$ cat config.mk
export PLATFORM = sky130hd
export DESIGN_NAME = rej_bounded_sampler
export DESIGN_NICKNAME = d
export VERILOG_FILES = /design/src/rtl/rej_bounded_sampler.sv
export SDC_FILE = /design/constraint.sdc
export NUM_CORES = 1
export LEC_CHECK = 0
export ABC_AREA = 1
export CAP_MARGIN = 20
export CORE_ASPECT_RATIO = 0.7
export CORE_MARGIN = 2
export CORE_UTILIZATION = 46
export CTS_CLUSTER_DIAMETER = 80
export DETAILED_ROUTE_END_ITERATION = 16
export GPL_TIMING_DRIVEN = 1
export PLACE_DENSITY = 0.77
export SYNTH_ARGS = -nofsm -noshare
export SYNTH_HDL_FRONTEND = slang
export SYNTH_SLANG_ARGS = --single-unit
export TNS_END_PERCENT = 100
$ cat constraint.sdc
create_clock -name clk -period 4 [get_ports clk]
set_clock_uncertainty 0.05 [all_clocks]
set_input_delay 1 -clock clk [delete_from_list [all_inputs] [get_ports clk]]
set_output_delay 1 -clock clk [all_outputs]
set_load 0.005 [all_outputs]
$ cat src/rtl/rej_bounded_sampler.sv
// rtl/rej_bounded_sampler.sv - ML-DSA RejBoundedPoly sampler over a SHAKE256 squeeze stream.
// Turns accepted nibbles into coefficients in [-eta, eta] mod Q and streams N per polynomial.
module rej_bounded_sampler #(
  parameter int SHA_W  = 64,
  parameter int Q      = 8380417,
  parameter int N      = 256,
  parameter int COEF_W = 23
) (
  input  logic              clk,
  input  logic              reset,
  input  logic              start,
  input  logic              eta_sel,
  input  logic [SHA_W-1:0]  sha_data,
  input  logic              sha_valid,
  output logic              sha_ready,
  output logic [COEF_W-1:0] coef_data,
  output logic [7:0]        coef_idx,
  output logic              coef_valid,
  input  logic              coef_ready,
  output logic              busy,
  output logic              done
);

  localparam int NIBS  = SHA_W / 4;
  localparam int NIB_W = $clog2(NIBS);
  localparam int CNT_W = $clog2(N + 1);

  typedef enum logic [1:0] {
    IDLE = 2'd0,
    LOAD = 2'd1,
    SCAN = 2'd2,
    DONE = 2'd3
  } state_t;

  state_t             state;
  state_t             state_nx;
  logic               eta4;
  logic [SHA_W-1:0]   word_q;
  logic [NIB_W-1:0]   nib_idx;
  logic [CNT_W-1:0]   count;

  logic [3:0]         z;
  logic [2:0]         z_mod5;
  logic               accept;
  logic               neg;
  logic [3:0]         mag;
  logic [COEF_W-1:0]  coef_val;
  logic               handshake;
  logic               step;
  logic               last_nib;
  logic               last_coef;

  // Reduction of a 4-bit value mod 5 by two conditional subtractions.
  function automatic logic [2:0] mod5(input logic [3:0] v);
    logic [3:0] r;
    r = v;
    if (r >= 4'd10)
      r = r - 4'd10;
    else if (r >= 4'd5)
      r = r - 4'd5;
    return r[2:0];
  endfunction

  assign z      = word_q[4*int'(nib_idx) +: 4];
  assign z_mod5 = mod5(z);
  assign accept = eta4 ? (z < 4'd9) : (z < 4'd15);

  // Split the signed value into sign and magnitude so the mod-Q map is a single subtract.
  always_comb begin
    neg = 1'b0;
    mag = 4'd0;
    if (eta4) begin
      if (z <= 4'd4) begin
        mag = 4'd4 - z;
      end else begin
        mag = z - 4'd4;
        neg = 1'b1;
      end
    end else begin
      if (z_mod5 <= 3'd2) begin
        mag = {1'b0, 3'd2 - z_mod5};
      end else begin
        mag = {1'b0, z_mod5 - 3'd2};
        neg = 1'b1;
      end
    end
  end

  assign coef_val  = neg ? (COEF_W'(Q) - COEF_W'(mag)) : COEF_W'(mag);

  assign handshake = (state == SCAN) && accept && coef_ready;
  assign step      = (state == SCAN) && (!accept || coef_ready);
  assign last_nib  = (nib_idx == NIB_W'(NIBS - 1));
  assign last_coef = (count == CNT_W'(N - 1));

  always_ff @(posedge clk or negedge reset) begin
    if (!reset)
      state <= IDLE;
    else
      state <= state_nx;
  end

  always_comb begin
    state_nx = state;
    case (state)
      IDLE: if (start) state_nx = LOAD;
      LOAD: if (sha_valid) state_nx = SCAN;
      SCAN: begin
        if (handshake && last_coef)
          state_nx = DONE;
        else if (step && last_nib)
          state_nx = LOAD;
      end
      DONE:    state_nx = IDLE;
      default: state_nx = IDLE;
    endcase
  end

  always_ff @(posedge clk or negedge reset) begin
    if (!reset) begin
      eta4    <= 1'b0;
      word_q  <= '0;
      nib_idx <= '0;
      count   <= '0;
    end else begin
      case (state)
        IDLE: begin
          if (start) begin
            eta4  <= eta_sel;
            count <= '0;
          end
        end
        LOAD: begin
          if (sha_valid) begin
            word_q  <= sha_data;
            nib_idx <= '0;
          end
        end
        SCAN: begin
          if (handshake)
            count <= count + 1'b1;
          if (step)
            nib_idx <= nib_idx + 1'b1;
        end
        default: ;
      endcase
    end
  end

  always_comb begin
    sha_ready  = (state == LOAD);
    busy       = (state == LOAD) || (state == SCAN);
    done       = (state == DONE);
    coef_valid = (state == SCAN) && accept;
    coef_data  = coef_valid ? coef_val : '0;
    coef_idx   = coef_valid ? 8'(count) : 8'd0;
  end

endmodule
==> results.py, run 1 <==
metrics = {
    "global_route": {
        "globalRouteMet2Util": 0.437,
        "grt_max_degree": 89,
        "top_usage_layer": "met2",
        "grt_overflow": 0,
        "grt_first_pass_wirelength_um": 21800,
        "grt_util_met1": 0.280,
        "grtUsageTotal": 0.243,
        "use_met3": 0.0521,
        "antenna_found_initial": 0,
        "grt_pass1_vias": 4749,
    },
    "layout": {
        "diodes": 0,
        "drive_above_1_share": 0.346,
        "seqCellArea_um2": 2000,
        "design_area_um2": 7310,
        "fillers": 704,
        "syn_to_final_growth_pct": 52.2,
        "final_cell_count_no_fill": 929,
        "multiInputGateArea_um2": 2580,
        "nets": 878,
    },
    "sta": {
        "final_hold_viol_count": 0,
        "final_min_period_over_clock_period": 1.15,
        "grt_setup_unrepaired": "true",
        "fmax_mhz": 217,
        "tns_ns": -10.62,
        "relSlewSlack": 0.369,
        "drv_slew": 0,
        "worstMarginPinSlew_ns": 0.946,
        "worst_slack_ns": -0.605,
        "period_needed_ns": 4.60,
        "setup-violations-final": 32,
    },
    "power": {
        "p_leak_uw": 0.00359,
        "powerDensity_nw_per_um2": 895,
        "power_uw": 6540,
        "ir_drop_uv": 479,
    },
    "clock_tree": {
        "h-tree-depth": 3,
        "clkSinkCount": 80,
        "clk_latency_ns": 0.34,
        "cts_tree": "built",
        "cts_root_buffer": "clkbuf_16",
        "hold_buffers": 0,
        "clockBufferDepth": 2,
        "clk_pin_slew_ns": 0.06,
        "numCtsBuffers": 9,
    },
    "placement": {
        "dpl.hpwl_um": 8880,
        "routabilityCongestion": 0.893,
        "dp.cells": 872,
        "numPortBuffers": 104,
        "dpl_cell_area_um2": 6240,
    },
    "route": {
        "via_per_inst": 5.21,
        "dr.pass1.iters": 5,
        "vias": 4843,
        "antenna_left": 0,
        "drt_iter0_drc": 364,
        "routed_wl_um": 14800,
        "wl_per_cell_um": 16.0,
        "drc": 0,
    },
    "yosys": {
        "synthCells": 612,
        "synth-edff-count": 0,
        "synth_async_sr_flop_share": 1.00,
        "synth.ff_latch_count": 80,
        "yosysSeqAreaShare": 0.417,
        "yosys.area.top_type": "dfrtp_1",
        "synth_top_area_frac": 0.417,
        "synth_nets": 697,
        "yosys-top-cells-area": "dfrtp_1 (42%), nand2_1 (9.1%), nor2_1 (7.6%), inv_1 (5.6%), mux2_2 (5.4%)",
        "yosys-top-cells-count": "nand2_1 (116), nor2_1 (97), dfrtp_1 (80)",
        "synth_area_um2": 4800,
        "synth.distinct_cells": 34,
        "synth.avg_cell_area_um2": 7.84,
        "synth_flop_cell": "dfrtp_1",
        "yosysMostFrequentCell": "nand2_1",
        "ys_warn_count": 0,
    },
    "outcome": {
        "violations": "negative setup slack",
        "status": "complete, but fails checks",
    },
    "die": {
        "rows": 31,
        "fp.dieW_um": 126,
        "ios": 105,
        "die_h_um": 89.5,
        "core_um2": 10200,
        "initial_utilization": 0.469,
        "die_area_um2": 11300,
    },
    "critical_path": {
        "critPathCaptureType": "output port",
        "required_ns": 2.95,
        "max_stage_delay_ns": 0.38,
        "regToRegSetupSlack_ns": 0.90,
        "r2r_end": "nib_idx[2]",
        "r2r_start": "nib_idx[0]",
        "cpLargestDelayFamily": "simple AND/OR/NAND/NOR gates",
        "rr_worst_depth": 22,
        "crit_type": "flip-flop to output port",
        "cp_common_cell": "nand2_1",
        "path_max_fanout": 7,
        "slowest_stage": "dfrtp_1",
        "worstSetupStartpoint": "nib_idx[0]",
        "path_buf_inv": 9,
        "cp-start-kind": "flip-flop",
        "crit_arrival_ns": 3.55,
    },
    "run": {
        "drv_cap": 0,
    },
    "worst_hold_path": {
        "worstHoldPathType": "primary input to asynchronous set/reset pin",
    },
}
## registers in the layout, summed over array words and instances (netlist names)
signal	count
count	9
state	2
nib_idx	4
word_q	64
eta4	1
## per-stage QoR
| stage | setup slack (ns) | hold slack (ns) | util |
|---|---|---|---|
| global route | -0.725 | 0.428 | 0.713 |
| finish | -0.605 | 0.429 | 0.713 |
| global placement | -0.309 | 0.418 | 0.610 |
| CTS | -0.377 | 0.454 | 0.676 |
| detailed placement | -0.437 | 0.438 | 0.610 |
| floorplan | 0.0572 | 0.405 | - |
## where the power goes
part	total, µW	switching, µW	internal, µW
clock	899	336	563
sequential	1340	185	1150
combinational	4300	2250	2050
## cell families after synthesis
| family | Yosys count | synth area share |
|---|---|---|
| flops | 80 | 0.417 |
| buf+inv | 120 | 0.118 |
| mux | 23 | 0.0539 |
| xor+xnor | 6 | 0.0109 |
| compound gates | 80 | 0.0954 |
| fa+ha+maj | 15 | 0.0391 |
| simple gates | 288 | 0.265 |
## what timing repair did
action,in CTS,in global routing
gates resized for setup,146,80
endpoints found under the setup margin,31,32
pin swaps,33,30
buffers inserted,22,20
cloned,1,2
## cell type report
cell class,instances,area share
multi-input combinational,412,0.353
sequential,80,0.274
timing repair buffer,206,0.258
inverter,82,0.0454
clock buffer,11,0.0332
tap,132,0.0226
clock inverter,4,0.0104
timing repair inverter,2,0.00240
## how the worst max path moves through the flow
stage                     depth (start not counted)             to  slack, ns
after global placement                           24   coef_data[3]      -0.31
after CTS                                        24   coef_data[3]      -0.38
after detailed placement                         24   coef_data[3]      -0.44
after global routing                             29   coef_data[2]      -0.73
final                                            28   coef_data[3]      -0.60
after floorplan                                  25  coef_data[11]       0.06
## layer usage
layer | up-vias | part of all wire
met5 | - | 0
met4 | 0 | 0.035
met3 | 55 | 0.061
met2 | 231 | 0.50
met1 | 2281 | 0.40
li1 | 2276 | -
## placed cells by master, fill, tap and decap left out, drive strengths merged
master         count
nor3               2
dlygate4sd2        1
ha                15
clkdlybuf4s15      3
or2                6
mux2              23
clkbuf            18
nand2            126
nand3b             2
dfrtp             80
dlymetal6s2s       5
clkinv             2
bufinv             2
clkinvlp           1
o211ai             3
nand4              1
clkdlybuf4s50     71
o22ai              1
xor2               6
nand3             51
nor2              99
nor4               1
inv               83
o21ai             28
buf              119
a21oi             48
(Power assumes the default switching activity.)
==> run 2, diff against run 1 <==
Settings changed: SETUP_SLACK_MARGIN set to 0.05, SLEW_MARGIN set to 20.
==> results.py, run 2 (synthesized netlist as in run 1, its figures left out) <==
metrics = {
    "outcome": {
        "status": "complete, but fails checks",
        "violations": "negative setup slack",
    },
    "clock_tree": {
        "hold_buffers": 0,
        "clockBufferDepth": 2,
        "clk_latency_ns": 0.34,
        "clkSinkCount": 80,
        "clk_pin_slew_ns": 0.06,
        "h-tree-depth": 3,
        "cts_tree": "built",
        "numCtsBuffers": 9,
        "cts_root_buffer": "clkbuf_16",
    },
    "global_route": {
        "grt_pass1_vias": 4832,
        "top_usage_layer": "met2",
        "antenna_found_initial": 0,
        "grt_first_pass_wirelength_um": 22500,
        "use_met3": 0.0682,
        "grt_overflow": 0,
        "grt_util_met1": 0.288,
        "globalRouteMet2Util": 0.442,
        "grt_max_degree": 89,
        "grtUsageTotal": 0.253,
    },
    "route": {
        "dr.pass1.iters": 7,
        "drt_iter0_drc": 345,
        "wl_per_cell_um": 15.9,
        "antenna_left": 0,
        "drc": 0,
        "via_per_inst": 5.21,
        "routed_wl_um": 14800,
        "vias": 4855,
    },
    "sta": {
        "final_hold_viol_count": 0,
        "setup-violations-final": 32,
        "final_min_period_over_clock_period": 1.14,
        "worstMarginPinSlew_ns": 0.943,
        "hold_slack_ns": 0.457,
        "grt_setup_unrepaired": "true",
        "relSlewSlack": 0.371,
        "worst_slack_ns": -0.574,
        "drv_slew": 0,
        "tns_ns": -10.18,
        "period_needed_ns": 4.57,
        "fmax_mhz": 219,
    },
    "critical_path": {
        "r2r_start": "nib_idx[0]",
        "crit_path_end": "coef_data[0]",
        "crit_type": "flip-flop to output port",
        "cp-start-kind": "flip-flop",
        "required_ns": 2.95,
        "path_max_fanout": 11,
        "worstSetupStartpoint": "nib_idx[0]",
        "crit_arrival_ns": 3.52,
        "regToRegSetupSlack_ns": 0.82,
        "critPathCaptureType": "output port",
        "rr_worst_depth": 25,
        "r2r_end": "count[3]",
    },
    "die": {
        "initial_utilization": 0.469,
        "rows": 31,
        "fp.dieW_um": 126,
        "die_area_um2": 11300,
        "core_um2": 10200,
        "die_h_um": 89.5,
        "ios": 105,
    },
    "layout": {
        "regMostFlops": "word_q",
        "largestRegisters": "word_q x64, count x9, nib_idx x4",
        "nets": 880,
        "diodes": 0,
        "final_common_cell": "nand2_1",
        "largest_reg_flops": 64,
        "final_util": 0.709,
        "final_cell_mix": "nand2_1 (106), nor2_1 (82), dfrtp_1 (79), buf_4 (79), clkdlybuf4s50_1 (71)",
        "drive_above_1_share": 0.339,
        "syn_to_final_growth_pct": 51.3,
    },
    "placement": {
        "numPortBuffers": 104,
        "routabilityCongestion": 0.893,
        "dpl.hpwl_um": 8880,
    },
    "power": {
        "power_uw": 6460,
        "p_leak_uw": 0.00352,
        "powerDensity_nw_per_um2": 889,
        "ir_drop_uv": 482,
    },
    "run": {
        "drv_cap": 0,
    },
    "worst_hold_path": {
        "worstHoldPathType": "flip-flop to flip-flop",
    },
}
==> run 2: cell types whose count changed in the layout (fill, tap and decap cells not counted), sizes merged <==
cell / previous run / this run
clkdlybuf4s15: 3 / 1
inv: 83 / 81
clkbuf: 18 / 12
buf: 119 / 129
clkinv: 2 / 3
dlymetal6s2s: 5 / 0
clkinvlp: 1 / 2
dlygate4sd2: 1 / 6
==> run 2: worst min-delay path by stage <==
stage	slack, ns	depth (start not counted)	end	start
finish	0.46	2	word_q[31]	word_q[31]
global route	0.48	2	word_q[50]	word_q[50]
CTS	0.45	2	count[7]	count[7]
detailed placement	0.44	2	count[7]	count[7]
global placement	0.42	2	count[7]	count[7]
floorplan	0.40	2	count[7]	count[7]
==> run 2: timing repair <==
| action | in CTS | in global routing |
|---|---|---|
| gates resized for setup | 187 | 41 |
| setup buffers | 34 | 12 |
| setup endpoints to repair | 32 | 32 |
| cloned | 2 | 0 |
| pin swaps | 37 | 27 |
==> run 2: worst max-delay path: stages (launching register included) <==
cell and delay, ns:
dfrtp_1 0.40, buf_6 0.13, buf_8 0.14, nor2_4 0.10
nor2_1 0.05, o21ai_1 0.10, o21ai_1 0.09, nand2_1 0.07
nand2_1 0.06, inv_2 0.07, nand2_4 0.07, buf_4 0.15
ha_4 0.14, inv_1 0.06, nand2_2 0.06, nor2_2 0.12
nor2_2 0.07, buf_4 0.15, nand3_4 0.08, nand3_2 0.09
buf_4 0.15, buf_4 0.13, o21ai_0 0.17, nand3_1 0.14
nand2_1 0.09, nor2_1 0.04, dlygate4sd2_1 0.26
==> run 2: final cells by class <==
cell class	count	area, µm²
Fill cell	697	2980
Multi-Input combinational cell	412	2550
Sequential cell	80	2000
Timing Repair Buffer	208	1880
Inverter	82	337
Clock buffer	11	243
Tap cell	132	165
Clock inverter	4	76.3
Timing Repair inverter	2	16.3
==> run 2: stage by stage <==
stage	instance area, µm²	std cells	setup slack (ns)
after global placement	6240	872	-0.309
after global routing	7260	931	-0.767
after CTS	7090	922	-0.374
final	7260	931	-0.574
after detailed placement	6240	872	-0.437
after floorplan	4800	612	0.0572
==> run 2: routing by layer <==
metal  wire length, µm  part of all wire
met1              5960              0.40
met2              7320              0.50
met3               888             0.060
met4               598             0.040
met5                 0                 0
==> run 2: power breakdown <==
| part | internal (µW) | leakage, µW | total [µW] | switching [µW] |
|---|---|---|---|---|
| Combinational | 2010 | 0.00244 | 4220 | 2210 |
| Sequential | 1150 | 0.000924 | 1340 | 185 |
| Clock | 563 | 0.000152 | 901 | 338 |
| Total | 3730 | 0.00352 | 6460 | 2730 |
==> run 3, diff against run 2 <==
==> constraint.sdc (replaced) <==
create_clock -name clk -period 4 [get_ports clk]
set_clock_uncertainty 0.05 [all_clocks]
set_input_delay 1 -clock clk [delete_from_list [all_inputs] [get_ports clk]]
set_output_delay 1 -clock clk [all_outputs]
set_load 0.02 [all_outputs]
==> results.py, run 3 (synthesized netlist as in run 1, its figures left out) <==
metrics = {
    "layout": {
        "final_common_cell": "nand2_1",
        "final_cell_mix": "nand2_1 (99), nor2_1 (82), buf_4 (79)",
        "drive_above_1_share": 0.347,
        "nets": 862,
        "syn_to_final_growth_pct": 49.2,
        "largestRegisters": "word_q x64, count x9, nib_idx x4",
        "largest_reg_flops": 64,
        "regMostFlops": "word_q",
        "diodes": 0,
    },
    "die": {
        "ios": 105,
        "rows": 31,
        "initial_utilization": 0.469,
        "core_um2": 10200,
        "fp.dieW_um": 126,
        "die_area_um2": 11300,
        "die_h_um": 89.5,
    },
    "sta": {
        "worstMarginPinSlew_ns": 0.937,
        "hold_slack_ns": 0.448,
        "worst_slack_ns": -0.464,
        "grt_setup_unrepaired": "true",
        "final_hold_viol_count": 0,
        "final_min_period_over_clock_period": 1.12,
        "setup-violations-final": 31,
        "relSlewSlack": 0.375,
        "drv_slew": 0,
        "period_needed_ns": 4.46,
        "fmax_mhz": 224,
    },
    "global_route": {
        "grt_overflow": 0,
        "grt_max_degree": 92,
        "grt_first_pass_wirelength_um": 21600,
        "antenna_found_initial": 0,
        "grtUsageTotal": 0.238,
        "grt_pass1_vias": 4651,
    },
    "placement": {
        "post-place-ws_ns": -0.572,
        "numPortBuffers": 104,
        "routabilityCongestion": 0.865,
        "dpl.hpwl_um": 8660,
    },
    "critical_path": {
        "critPathCaptureType": "output port",
        "cp_cell_sequence": "buf_8 -> buf_6 -> nand2_1 -> nand3_1 -> nand2_1 -> nand2_1 -> nand2_1 -> clkinv_2 -> nand2_4 -> inv_4 -> buf_4 -> buf_4 -> ha_4 -> o211ai_1 -> nand2_2 -> nor2_2 -> nor2_2 -> inv_2 -> ha_4 -> ha_4 -> nand3_2 -> nor2_2 -> buf_6",
        "regToRegSetupSlack_ns": 0.82,
        "crit_type": "flip-flop to output port",
        "required_ns": 2.95,
        "rr_worst_depth": 23,
        "cp_common_cell": "nand2_1",
        "slowest_stage": "dfrtp_2",
        "r2r_end": "count[8]",
        "worstSetupStartpoint": "nib_idx[0]",
        "crit_arrival_ns": 3.41,
        "max_stage_delay_ns": 0.47,
        "r2r_start": "nib_idx[0]",
        "path_max_fanout": 7,
        "cp-start-kind": "flip-flop",
    },
    "power": {
        "p_leak_uw": 0.00342,
        "ir_drop_uv": 433,
        "powerDensity_nw_per_um2": 896,
    },
    "worst_hold_path": {
        "min_to": "count[7]",
        "min_from": "count[7]",
        "worstHoldPathType": "flip-flop to flip-flop",
        "min_delay_path_depth": 2,
    },
    "outcome": {
        "status": "complete, but fails checks",
        "violations": "negative setup slack",
    },
    "clock_tree": {
        "clk_latency_ns": 0.34,
        "cts_root_buffer": "clkbuf_16",
        "numCtsBuffers": 9,
        "clkSinkCount": 80,
        "cts_tree": "built",
        "clk_pin_slew_ns": 0.06,
        "hold_buffers": 0,
        "h-tree-depth": 3,
        "clockBufferDepth": 2,
    },
    "run": {
        "drv_cap": 0,
    },
    "route": {
        "dr.pass1.iters": 5,
        "vias": 4740,
        "antenna_left": 0,
        "via_per_inst": 5.19,
        "drt_iter0_drc": 385,
        "routed_wl_um": 14000,
        "wl_per_cell_um": 15.3,
        "drc": 0,
    },
}
run 3: cell count changes in the layout (fill, tap and decap cells not counted), moves of 3 or more:
cell	before	now
buf_6	26	33
o21ai_1	5	8
nor2_2	10	6
clkinv_2	1	4
nand3_2	12	16
nor2_4	7	11
buf_2	17	0
dlygate4sd2_1	6	0
nand2_1	106	99
nand3_4	6	3
nand2_2	12	20
run 3: worst max-delay path by stage:
stage                          to
global route         coef_data[3]
detailed placement   coef_data[3]
floorplan           coef_data[11]
finish               coef_data[3]
global placement     coef_data[3]
CTS                  coef_data[3]
run 3: final cells by class:
cell class	count	area, µm²
clock buffers	11	253
clock inverters	5	53.8
fillers	766	3080
inverters	82	329
multi-input cells	412	2560
flip-flops and latches	80	2000
well taps	132	165
repair buffers	189	1780
repair inverters	3	20.0
run 3: through the flow:
stage	util	std cells	instance area (µm²)	power [µW]	setup TNS, ns
final	0.699	914	7160	6420	-9.27
after global routing	0.699	914	7160	6810	-13.87
after CTS	0.674	908	6900	5820	-5.26
after detailed placement	0.609	869	6240	4350	-7.42
after global placement	0.609	869	6240	4230	-3.76
after floorplan	-	612	4840	3330	0
run 3: power by group:
| group | internal [µW] | total, µW | switching, µW |
|---|---|---|---|
| registers | 1150 | 1340 | 187 |
| clock network | 516 | 843 | 327 |
| logic | 1970 | 4240 | 2270 |
run 3: what timing repair did:
action,4_1_cts,5_1_grt
endpoints found under the setup margin,32,32
setup buffers,20,8
gates resized for setup,211,74
pin swaps,34,32
gates cloned,4,1
run 3: worst max-delay path, delay by kind of cell, from the launching register on:
| kind | cells | cell delay, ns |
|---|---|---|
| flip-flops | 1 | 0.47 |
| AO/OA/AOI/OAI | 1 | 0.10 |
| AND/OR/NAND/NOR | 11 | 0.93 |
| adder cells (fa/ha/maj) | 3 | 0.66 |
| buffers and inverters | 8 | 0.91 |
run 3: metal layers:
layer | global-route usage | share of wire | vias to the layer above | wire [µm]
met4 | 0.0929 | 0.033 | 0 | 455
met1 | 0.290 | 0.41 | 2233 | 5690
li1 | - | - | 2245 | -
met3 | 0.0646 | 0.067 | 45 | 940
met5 | 0 | 0 | - | 0
met2 | 0.410 | 0.49 | 217 | 6910
